### src/rtl/overlay_tile_reader_if.sv
// Video-side and RAM-side signals of the overlay scan-out reader.
// The slave modport is the reader itself; the master drives counters and returns RAM data.
interface overlay_tile_reader_if;
    logic        i_pix;
    logic [9:0]  hcnt;
    logic [9:0]  vcnt;
    logic [11:0] chram_addr;
    logic [7:0]  chmap_data_out;
    logic [11:0] chrom_addr;
    logic [7:0]  chrom_data_out;
    logic        a;
    logic        a_box;

    modport master (
        output i_pix, hcnt, vcnt, chmap_data_out, chrom_data_out,
        input  chram_addr, chrom_addr, a, a_box
    );

    modport slave (
        input  i_pix, hcnt, vcnt, chmap_data_out, chrom_data_out,
        output chram_addr, chrom_addr, a, a_box
    );
endinterface

### src/rtl/overlay_tile_reader.sv
// Overlay scan-out: walks character RAM and font ROM in raster order and emits a
// per-pixel alpha bit plus an aligned in-box flag, four pixel steps after the counters.
module overlay_tile_reader #(
    parameter int COLS   = 36,
    parameter int ROWS   = 10,
    parameter int CELL_H = 10
) (
    input  logic                 i_clk,
    input  logic                 reset,
    overlay_tile_reader_if.slave bus
);
    localparam int               ROW_W     = $clog2(ROWS + 1);
    localparam logic [3:0]       LINE_LAST = 4'(CELL_H - 1);
    localparam logic [ROW_W-1:0] ROW_MAX   = ROW_W'(ROWS);
    localparam logic [11:0]      ROW_STEP  = 12'(COLS);
    localparam logic [9:0]       H_END     = 10'(8 * COLS);
    localparam logic [9:0]       V_END     = 10'(CELL_H * ROWS);

    logic [9:0]       vcnt_r;
    logic [3:0]       line;
    logic [ROW_W-1:0] row;
    logic [11:0]      row_base;
    logic             in_box;

    logic [2:0] s1_col, s2_col, s3_col;
    logic [3:0] s1_line;
    logic       s1_box, s2_box, s3_box;
    logic       s2_blank, s3_blank;

    // Row tracking runs every clock; a change of vcnt marks a new line, no divider needed.
    always_ff @(posedge i_clk) begin
        if (reset) begin
            vcnt_r   <= '0;
            line     <= '0;
            row      <= '0;
            row_base <= '0;
        end else begin
            vcnt_r <= bus.vcnt;
            if (bus.vcnt != vcnt_r) begin
                if (bus.vcnt == '0) begin
                    line     <= '0;
                    row      <= '0;
                    row_base <= '0;
                end else if (line == LINE_LAST) begin
                    line <= '0;
                    if (row != ROW_MAX) begin
                        row      <= row + ROW_W'(1);
                        row_base <= row_base + ROW_STEP;
                    end
                end else begin
                    line <= line + 4'd1;
                end
            end
        end
    end

    always_comb begin
        in_box = (bus.hcnt < H_END) && (bus.vcnt < V_END);
    end

    always_ff @(posedge i_clk) begin
        if (reset) begin
            bus.chram_addr <= '0;
            bus.chrom_addr <= '0;
            bus.a          <= 1'b0;
            bus.a_box      <= 1'b0;
            s1_col         <= '0;
            s1_line        <= '0;
            s1_box         <= 1'b0;
            s2_col         <= '0;
            s2_blank       <= 1'b0;
            s2_box         <= 1'b0;
            s3_col         <= '0;
            s3_blank       <= 1'b0;
            s3_box         <= 1'b0;
        end else if (bus.i_pix) begin
            bus.chram_addr <= row_base + {5'b0, bus.hcnt[9:3]};
            s1_col         <= bus.hcnt[2:0];
            s1_line        <= line;
            s1_box         <= in_box;

            bus.chrom_addr <= {1'b0, bus.chmap_data_out, s1_line[2:0]};
            s2_col         <= s1_col;
            s2_blank       <= (s1_line >= 4'd8);
            s2_box         <= s1_box;

            // Font ROM data settles during this stage; only control bits move.
            s3_col   <= s2_col;
            s3_blank <= s2_blank;
            s3_box   <= s2_box;

            bus.a     <= s3_box & ~s3_blank & bus.chrom_data_out[3'd7 - s3_col];
            bus.a_box <= s3_box;
        end
    end
endmodule

### src/flat_wrapper.sv
// flat-port wrapper written by rule: the top's interface ports become plain ports
module overlay_tile_reader_flat 
#(
    parameter int COLS   = 36,
    parameter int ROWS   = 10,
    parameter int CELL_H = 10
)
  (i_clk, reset, bus_i_pix, bus_hcnt, bus_vcnt, bus_chmap_data_out, bus_chrom_data_out, bus_chram_addr, bus_chrom_addr, bus_a, bus_a_box);
  overlay_tile_reader_if bus_i ();
  input  logic i_clk;
  input  logic reset;
  input wire logic [$bits(bus_i.i_pix)-1:0] bus_i_pix;
  input wire logic [$bits(bus_i.hcnt)-1:0] bus_hcnt;
  input wire logic [$bits(bus_i.vcnt)-1:0] bus_vcnt;
  input wire logic [$bits(bus_i.chmap_data_out)-1:0] bus_chmap_data_out;
  input wire logic [$bits(bus_i.chrom_data_out)-1:0] bus_chrom_data_out;
  output wire logic [$bits(bus_i.chram_addr)-1:0] bus_chram_addr;
  output wire logic [$bits(bus_i.chrom_addr)-1:0] bus_chrom_addr;
  output wire logic [$bits(bus_i.a)-1:0] bus_a;
  output wire logic [$bits(bus_i.a_box)-1:0] bus_a_box;
  assign bus_i.i_pix = bus_i_pix;
  assign bus_i.hcnt = bus_hcnt;
  assign bus_i.vcnt = bus_vcnt;
  assign bus_i.chmap_data_out = bus_chmap_data_out;
  assign bus_i.chrom_data_out = bus_chrom_data_out;
  assign bus_chram_addr = bus_i.chram_addr;
  assign bus_chrom_addr = bus_i.chrom_addr;
  assign bus_a = bus_i.a;
  assign bus_a_box = bus_i.a_box;
  overlay_tile_reader #(.COLS(COLS), .ROWS(ROWS), .CELL_H(CELL_H)) u_core (.i_clk(i_clk), .reset(reset), .bus(bus_i));
endmodule
### config.mk
export PLATFORM = sky130hd
export DESIGN_NAME = overlay_tile_reader_flat
export DESIGN_NICKNAME = d
export VERILOG_FILES = /design/src/rtl/overlay_tile_reader_if.sv /design/src/rtl/overlay_tile_reader.sv /design/src/flat_wrapper.sv
export SDC_FILE = /design/constraint.sdc
export NUM_CORES = 1
export LEC_CHECK = 0
export ABC_AREA = 1
export CAP_MARGIN = 20
export CORE_MARGIN = 1
export CORE_UTILIZATION = 47
export DETAILED_ROUTE_END_ITERATION = 12
export PLACE_DENSITY = 0.84
export SYNTH_ARGS = -nofsm -noshare
export SYNTH_HDL_FRONTEND = slang
export SYNTH_SLANG_ARGS = --single-unit
### constraint.sdc
create_clock -name i_clk -period 1.5 [get_ports i_clk]
set_clock_uncertainty 0.1 [all_clocks]
set_input_delay 0.225 -clock i_clk [delete_from_list [all_inputs] [get_ports i_clk]]
set_output_delay 0.225 -clock i_clk [all_outputs]
set_load 0.02 [all_outputs]
==> impl_metrics.csv, run 1 <==
group,metric,value,unit
synth,ys.flop_type,"dfxtp_1",
routing,detail-route-antenna-nets,0,
setup_path,crit_family,"simple AND/OR/NAND/NOR gates",
timing,fmax,610.6,MHz
status,violations,"negative setup slack",
pwr,ir_drop,429.4,uV
synth,synthTopCellsByCount,"101 x nor2_1, 84 x nand2_1, 71 x dfxtp_1, 45 x o21ai_0, 43 x inv_1",
clock_tree,cts_tree,"done",
setup_path,max_stage_delay,0.36,ns
setup_path,path_buf_inv,1,
finish,drive_gt1_frac,0.2781,
synth,syn_inst,489,
global_routing,grt.overflow.total,0,
placed_design,dpl_worst_slack,-0.4249,ns
clock_tree,path_clk_slew,0.08,ns
timing,drv_slew,0,
clock_tree,clock_sinks,71,
clock_tree,clk_path_buf_depth,2,
synth,synth_warnings,0,
clock_tree,cts-root-buf,"clkbuf_8",
synth,synth_most_common_cell,"nor2_1",
floorplan,boundaryPins,65,
synth,ys_types,30,
setup_path,crit_required,1.69,ns
floorplan,fp.dieW,87.53,um
timing,hold_viol_final,0,
synth,synth.largest_area_cell,"dfxtp_1",
routing,initialDrtViolationCount,194,
global_routing,grt_pass1_vias,3376,
timing,final.period_utilization,1.092,
synth,ys_ff_latch,71,
synth,yosys-top-cells-area,"dfxtp_1 41%, nor2_1 11%, nand2_1 9.2%, o21ai_0 6.6%, nand3_1 5.8%",
floorplan,dieArea,0.007662,mm2
global_routing,grt_max_degree,31,
job,drv_cap,0,
routing,firstDrtPassIters,5,
routing,routed_wl,10.14,mm
setup_path,cpMaxStageDelayCell,"dfxtp_4",
floorplan,fp-row-count,30,
status,outcome,"finished with violations",
routing,wl_per_cell,14.63,um
setup_path,cp.arrival,1.83,ns
setup_path,cp_max_fo,5,
global_routing,antenna_found_initial,0,
synth,syn_area,0.003438,mm2
routing,viasPerCell,5.289,
finish,final_nets,641,
timing,tns,-0.3113,ns
global_routing,grt_usage,0.2485,
routing,drc,0,
setup_path,start_kind,"flop",
clock_tree,insertion_delay,0.35,ns
timing,min_period,1.638,ns
clock_tree,h-tree-depth,3,
timing,timing.hold.ws,0.06623,ns
floorplan,start_util,0.4951,
routing,num_vias,3665,
clock_tree,hold_buffers,0,
synth,yosysSeqAreaShare,0.4134,
timing,rsz0062_at_grt,"yes",
synth,synth_nets,538,
timing,layout_setup_ws,-0.1378,ns
pwr,power_leakage,0.002324,uW
placed_design,io_buffers,63,
synth,yosysTopAreaCellShare,0.4134,
finish,syn_to_final_growth,44.80,%
synth,synthArstFlopShare,0,
pwr,power_density,827.7,mW/mm2
worst_hold_path,hp-class,"in -> reg",
timing,setup_viol,6,
clock_tree,cts_made_buffers,9,
finish,diodes,0,
setup_path,worstPathCellList,"buf_4 -> ha_2 -> nand2_2 -> nand2_4 -> nand3_1 -> nand2_1 -> nand2_1 -> nor2_1 -> nand3_1 -> a21oi_2",
placed_design,hpwl,6.093,mm
floorplan,coreArea,0.006944,mm2
pwr,power.total,4121,uW
floorplan,fp.dieH,87.53,um
placed_design,gp_congestion,0.9229,
global_routing,grt_pass1_wl,14.65,mm
synth,synth_edf_count,0,
synth,avgSynthCellArea,7.031,um2
setup_path,critPathKind,"reg -> reg",
setup_path,worst_setup_path_end_kind,"flop",
-- flip-flops by register name, indices dropped and copies added (netlist names), 3 cells and up --
| name | cells |
|---|---|
| u_core.bus.chram_addr | 12 |
| u_core.bus.chrom_addr | 11 |
| u_core.line | 4 |
| u_core.row | 4 |
| u_core.row_base | 10 |
| u_core.s1_col | 3 |
| u_core.s1_line | 4 |
| u_core.s2_col | 3 |
| u_core.s3_col | 3 |
| u_core.vcnt_r | 10 |
-- power breakdown --
part | switching [uW] | internal [uW] | total [uW]
Clock | 728 | 735 | 1460
Combinational | 331 | 297 | 628
Sequential | 50.5 | 1980 | 2030
Total | 1110 | 3010 | 4120
-- through the flow --
stage,util,instances,cell area [um2]
floorplan,-,489,3443
global placement,0.6441,669,4473
detailed placement,0.6441,669,4473
CTS,0.6762,686,4696
global route,0.7169,693,4979
finish,0.7169,693,4979
-- logic make-up (layout without fill, tap and decap cells) --
group                    Yosys count  after routing  share of synthesized area
adder cells (fa/ha/maj)           10             10                    0.03639
other                              1              1                   0.001091
AND/OR/NAND/NOR                  249            250                     0.3108
XOR/XNOR                          15             15                    0.03821
AO/OA/AOI/OAI                     72             72                     0.1135
buffers and inverters             71            178                    0.08660
flip-flops                        71             71                     0.4134
-- final cells by class --
type	count	area, um2
fillers	514	1966
multi-input cells	348	1973
inverters	47	176.4
clock inverters	4	28.78
well taps	96	120.1
flip-flops and latches	71	1438
clock buffers	12	165.2
repair buffers	115	1077
-- placed cells by master (no fill, tap or decap), drive strengths merged --
cell           synthesis  routed
a21oi                 24      24
dlymetal6s2s           0       7
nand3                 41      41
inv                   47      47
or2                    2       2
ha                    10      10
clkdlybuf4s50          0      25
and2                   1       1
nand2                 92      93
nor3                   3       3
o21ai                 45      45
dlygate4sd2            0      31
conb                   1       1
dfxtp                 71      71
xor2                   8       8
xnor2                  7       7
clkinv                 0       2
o31ai                  1       1
nor2                 105     105
o211ai                 2       2
clkbuf                14      12
clkinvlp               0       2
nand4                  4       4
buf                   10      52
nand3b                 1       1
-- metal layers --
metal / up-vias / part of all wire / routed length (um) / track usage
met5: - / 0 / 0 / 0
met4: 0 / 0.040 / 401 / 0.1371
met3: 54 / 0.052 / 532 / 0.04901
met2: 162 / 0.51 / 5204 / 0.4396
met1: 1693 / 0.39 / 4001 / 0.2809
li1: 1756 / - / - / -
-- path summary, 6_finish.rpt --
kind | from | cells past startpoint | to | slack (ns)
worst max register to register | u_core.row_base[3] | 10 | u_core.row_base[8] | -0.14
worst min-delay path | bus_vcnt[2] | 3 | u_core.vcnt_r[2] | 0.07
worst max-delay path | u_core.row_base[3] | 10 | u_core.row_base[8] | -0.14
worst min register to register | u_core.bus.a | 2 | u_core.bus.a | 0.36
-- worst register-to-register path, cell delays in order (launching register included) --
cell and delay [ns]:
dfxtp_4 0.36, buf_4 0.12, ha_2 0.19, nand2_2 0.08, nand2_4 0.10, nand3_1 0.07, nand2_1 0.09, nand2_1 0.08
nor2_1 0.13, nand3_1 0.13, a21oi_2 0.14
-- timing repair --
action	4_1_cts	5_1_grt
endpoints found under the setup margin	43	25
buffers inserted	0	6
pin swaps	10	34
resized for setup	48	73
gates cloned	1	1
No activity file was read; power rests on OpenSTA's default activity.
==> run 2, diff against run 1 <==
--- a/config.mk
+++ b/config.mk
@@ -11,6 +11,8 @@
 export CORE_UTILIZATION = 47
 export DETAILED_ROUTE_END_ITERATION = 12
 export PLACE_DENSITY = 0.84
+export SKIP_CTS_REPAIR_TIMING = 1
+export SKIP_LAST_GASP = 1
 export SYNTH_ARGS = -nofsm -noshare
 export SYNTH_HDL_FRONTEND = slang
 export SYNTH_SLANG_ARGS = --single-unit
==> run 2 against run 1 <==
Against the previous run:
- die area unchanged
- critical endpoint is now u_core.bus.chram_addr[11]
- combinational power grew 6.5%
- highest routed layer unchanged
- core utilization is 3.2 points higher
- non-clock buffer count rose by 4
- cell count rose by 0.58%
- maximum frequency up 3.0%
- first-iteration DRC count is 26% higher
- the flow still finishes with violations (negative setup slack)
- via count rose by 0.57%
==> impl_metrics.csv, run 2 (synthesis results as in run 1) <==
group,metric,value,unit
setup_path,worst_setup_path_end_kind,"flop",
setup_path,cp.arrival,1.75,ns
timing,drv_slew,0,
pwr,swShare,0.2695,
setup_path,start_kind,"flop",
timing,min_period,1.589,ns
global_routing,grt_usage,0.2439,
finish,largest_reg_flops,12,
floorplan,fp.dieH,87.53,um
pwr,clkPwrFrac,0.352,
clock_tree,cts_made_buffers,9,
routing,viasPerCell,5.288,
global_routing,antenna_found_initial,0,
timing,fmax,629.1,MHz
status,violations,"negative setup slack",
pwr,seqPwrFrac,0.488,
global_routing,grt_pass1_wl,14.41,mm
clock_tree,clk_path_buf_depth,2,
finish,final_nets,645,
timing,setup_viol,9,
pwr,power.total,4162,uW
floorplan,boundaryPins,65,
floorplan,start_util,0.4951,
setup_path,cp_max_fo,3,
routing,drc,0,
timing,hold_viol_final,0,
placed_design,hpwl,6.093,mm
finish,largest_registers,"u_core.bus.chram_addr (12), u_core.bus.chrom_addr (11)",
placed_design,gp_congestion,0.9229,
clock_tree,clock_sinks,71,
timing,final.period_utilization,1.060,
global_routing,grt.overflow.total,0,
setup_path,path_common_cell,"nand2_2",
finish,final_common_cell,"nor2_1",
floorplan,coreArea,0.006944,mm2
placed_design,io_buffers,63,
routing,wl_per_cell,15.22,um
clock_tree,insertion_delay,0.35,ns
routing,routed_wl,10.61,mm
setup_path,max_stage_delay,0.36,ns
clock_tree,h-tree-depth,3,
finish,diodes,0,
job,drv_cap,0,
floorplan,dieArea,0.007662,mm2
status,outcome,"finished with violations",
pwr,ir_drop,436.0,uV
pwr,pwr-share-comb,0.161,
timing,tns,-0.3888,ns
pwr,power_switching,1121,uW
worst_hold_path,hp-class,"in -> reg",
routing,detail-route-antenna-nets,0,
setup_path,crit_required,1.66,ns
clock_tree,cts_tree,"done",
floorplan,fp.dieW,87.53,um
timing,rsz0062_at_grt,"yes",
floorplan,fp-row-count,30,
global_routing,grt_pass1_vias,3330,
routing,firstDrtPassIters,5,
timing,layout_setup_ws,-0.08949,ns
finish,top_register,"u_core.bus.chram_addr",
clock_tree,cts-root-buf,"clkbuf_8",
finish,syn_to_final_growth,51.24,%
global_routing,grt_max_degree,31,
routing,num_vias,3686,
setup_path,cpMaxStageDelayCell,"dfxtp_4",
finish,mostFrequentLayoutCells,"95 x nor2_1, 62 x nand2_1, 58 x dfxtp_1",
pwr,power_leakage,0.002682,uW
routing,initialDrtViolationCount,245,
clock_tree,path_clk_slew,0.07,ns
pwr,power_density,800.3,mW/mm2
pwr,p_int,3040,uW
timing,timing.hold.ws,0.06199,ns
setup_path,critPathKind,"reg -> reg",
setup_path,worstPathCellList,"ha_4 -> nand2_2 -> nand2_2 -> nand2_2 -> nand2_4 -> nand2_2 -> nand2_2 -> nand2_2 -> nand2_1 -> nand3_1 -> nand2_1 -> inv_1",
finish,drive_gt1_frac,0.2895,
run 2: final cells by class:
| type | count | area [um2] |
|---|---|---|
| repair buffers | 119 | 1239 |
| multi-input cells | 348 | 2028 |
| fillers | 464 | 1744 |
| clock inverters | 4 | 28.78 |
| well taps | 96 | 120.1 |
| flip-flops and latches | 71 | 1443 |
| clock buffers | 12 | 165.2 |
| inverters | 47 | 176.4 |
run 2: critical path: cells and delay by family (launching register included):
kind                     cells  cell delay [ns]
AND/OR/NAND/NOR             10             0.72
flip-flops                   1             0.36
adder cells (fa/ha/maj)      1             0.26
buffers and inverters        1             0.04
run 2: metrics by stage:
stage | util | std cells | instance area [um2] | setup WS (ns)
finish | 0.7488 | 697 | 5200 | -0.08949
global route | 0.7488 | 697 | 5200 | -0.1960
CTS | 0.6721 | 685 | 4667 | -0.1549
detailed placement | 0.6441 | 669 | 4473 | -0.4249
global placement | 0.6441 | 669 | 4473 | -0.3740
floorplan | - | 489 | 3443 | 0.008922
run 2: power by group through the flow:
stage	logic [uW]	registers [uW]	clock network (uW)
global placement	603	2060	0
global route	728	2040	1570
finish	669	2030	1460
floorplan	249	2120	0
detailed placement	620	2070	0
CTS	630	2030	1470
run 2: worst paths after layout:
path,startpoint,to,slack [ns],cells past startpoint
worst max-delay path,u_core.row_base[3],u_core.bus.chram_addr[11],-0.09,12
worst max register to register,u_core.row_base[3],u_core.bus.chram_addr[11],-0.09,12
worst min-delay path,bus_vcnt[2],u_core.vcnt_r[2],0.06,3
worst min register to register,u_core.bus.a,u_core.bus.a,0.36,2
run 2: per-layer routing:
metal	vias to the layer above	global-route usage	share of wire
met5	-	0	0
met4	0	0.1222	0.037
met3	42	0.05938	0.062
met2	168	0.4290	0.51
met1	1716	0.2756	0.39
li1	1760	-	-
==> run 3, diff against run 2 <==
--- a/config.mk
+++ b/config.mk
@@ -10,6 +10,7 @@
 export CORE_MARGIN = 1
 export CORE_UTILIZATION = 47
 export DETAILED_ROUTE_END_ITERATION = 12
+export MAX_ROUTING_LAYER = met4
 export PLACE_DENSITY = 0.84
 export SKIP_CTS_REPAIR_TIMING = 1
 export SKIP_LAST_GASP = 1
==> run 3 against run 2 <==
Against the previous run:
- critical path type unchanged
- design area is 2.6% lower
- combinational power decreased by 4.2%
- maximum frequency rose by 0.95%
- the run still ends with negative setup slack left
- register-to-register slack is essentially flat
- worst hold slack improved by 0.0072 ns
- sequential power about the same
- total power is 2.3% lower
- worst setup slack gained 0.015 ns
- first-iteration DRC count down 24%
==> impl_metrics.csv, run 3 (synthesis results as in run 1) <==
group,metric,value,unit
status,outcome,"finished with violations",
status,violations,"negative setup slack",
setup_path,crit_family,"simple AND/OR/NAND/NOR gates",
worst_hold_path,hold_path_end,"u_core.vcnt_r[2]",
pwr,pwr-share-comb,0.158,
pwr,power_density,803.0,mW/mm2
finish,final_nets,643,
global_routing,grt_pass1_wl,13.58,mm
setup_path,path_common_cell,"nand2_2",
pwr,power.total,4067,uW
setup_path,path_buf_inv,1,
finish,n_fill_cell,475,
timing,hold_viol_final,0,
finish,syn_to_final_growth,47.31,%
timing,final.period_utilization,1.050,
routing,wl_per_cell,13.34,um
setup_path,cp_max_fo,3,
floorplan,start_util,0.4951,
placed_design,io_buffers,63,
pwr,seqPwrFrac,0.499,
clock_tree,cts-root-buf,"clkbuf_8",
floorplan,fp-row-count,30,
floorplan,dieArea,0.007662,mm2
setup_path,start_kind,"flop",
setup_path,setup.worst_path.start,"u_core.row_base[3]",
setup_path,crit_required,1.65,ns
worst_hold_path,holdPathStages,3,
finish,final_core_util,0.7294,
global_routing,grt_usage,0.2339,
finish,largest_registers,"u_core.bus.chram_addr (12), u_core.bus.chrom_addr (11)",
setup_path,worstPathCellList,"ha_4 -> nand2_2 -> nand2_2 -> nand2_2 -> nand2_4 -> nand2_2 -> nand2_2 -> nand2_2 -> nand2_1 -> nand3_1 -> nand2_1 -> inv_1",
global_routing,grt_pass1_vias,3162,
setup_path,rrSetupSlack,-0.07,ns
clock_tree,path_clk_slew,0.08,ns
pwr,power_leakage,0.002665,uW
finish,final_common_cell,"nor2_1",
routing,firstDrtPassIters,5,
pwr,clkPwrFrac,0.343,
finish,diodes,0,
routing,viasPerCell,5.022,
finish,drive_gt1_frac,0.2592,
routing,detail-route-antenna-nets,0,
setup_path,critPathKind,"reg -> reg",
finish,largest_reg_flops,12,
timing,tns,-0.1780,ns
floorplan,boundaryPins,65,
timing,fmax,635.1,MHz
global_routing,grt.overflow.total,0,
worst_hold_path,hp-class,"in -> reg",
timing,min_period,1.575,ns
clock_tree,h-tree-depth,3,
pwr,p_int,2980,uW
timing,setup_viol,5,
pwr,ir_drop,440.2,uV
finish,top_register,"u_core.bus.chram_addr",
clock_tree,clk_path_buf_depth,2,
global_routing,grt_max_degree,31,
placed_design,place_area,0.004476,mm2
clock_tree,clock_sinks,71,
global_routing,antenna_found_initial,0,
setup_path,worst_setup_path_end_kind,"flop",
clock_tree,cts_tree,"done",
timing,drv_slew,0,
job,drv_cap,0,
routing,drc,0,
setup_path,rr_worst_depth,12,
finish,mostFrequentLayoutCells,"97 x nor2_1, 66 x nand2_1, 59 x dfxtp_1",
floorplan,fp.dieW,87.53,um
routing,initialDrtViolationCount,185,
setup_path,max_stage_delay,0.36,ns
clock_tree,insertion_delay,0.34,ns
placed_design,hpwl,6.077,mm
setup_path,cpMaxStageDelayCell,"dfxtp_4",
timing,layout_setup_ws,-0.07455,ns
pwr,swShare,0.2672,
placed_design,gp_congestion,0.8970,
clock_tree,cts_made_buffers,9,
pwr,power_switching,1087,uW
setup_path,r2r-start,"u_core.row_base[3]",
worst_hold_path,hp-start,"bus_vcnt[2]",
finish,stdcell_area,0.005065,mm2
setup_path,r2r-end,"u_core.bus.chram_addr[11]",
floorplan,fp.dieH,87.53,um
floorplan,coreArea,0.006944,mm2
timing,rsz0062_at_grt,"yes",
setup_path,cp.arrival,1.73,ns
routing,routed_wl,9.255,mm
routing,num_vias,3485,
## run 3: how the worst max path moves through the flow
stage,to,slack [ns],cells past startpoint
after floorplan,u_core.bus.chram_addr[9],0.009,9
after global placement,u_core.bus.chram_addr[9],-0.37,10
after detailed placement,u_core.bus.chram_addr[11],-0.44,13
after CTS,bus_chram_addr[2],-0.14,1
final,u_core.bus.chram_addr[11],-0.07,12
after global routing,u_core.bus.chram_addr[11],-0.16,12
## run 3: area by class of cell
type | count | area, um2 | area share
flip-flops and latches | 71 | 1439 | 0.2841
clock buffers | 11 | 151.4 | 0.02989
clock inverters | 4 | 31.28 | 0.006176
inverters | 47 | 176.4 | 0.03483
repair buffers | 117 | 1194 | 0.2357
well taps | 96 | 120.1 | 0.02372
multi-input cells | 348 | 1953 | 0.3856
## run 3: per-stage QoR
stage	hold slack, ns	std cells	setup slack [ns]
detailed placement	0.3502	671	-0.4415
global placement	0.3444	671	-0.3749
global route	0.06544	694	-0.1609
finish	0.06920	694	-0.07455
CTS	0.3510	686	-0.1416
floorplan	0.2320	489	0.008922
## run 3: worst register-to-register path, delay by kind of cell, from the launching register on
family        cells  cell delay, ns
buf+inv           1            0.03
flops             1            0.36
simple gates     10            0.74
fa+ha+maj         1            0.26
## run 3: metal layers
| layer | share of wire | global-route usage | wire length [um] |
|---|---|---|---|
| met1 | 0.41 | 0.2738 | 3839 |
| met2 | 0.51 | 0.3991 | 4693 |
| met3 | 0.049 | 0.04524 | 457 |
| met4 | 0.029 | 0.08346 | 264 |
| met5 | 0 | - | 0 |
## run 3: power groups by stage
stage / Clock [uW] / Combinational [uW] / Sequential [uW]
2_1_floorplan: 0 / 249 / 2120
3_3_place_gp: 0 / 598 / 2060
3_5_place_dp: 0 / 616 / 2070
4_1_cts: 1420 / 621 / 2030
5_1_grt: 1510 / 705 / 2040
6_report: 1390 / 641 / 2030
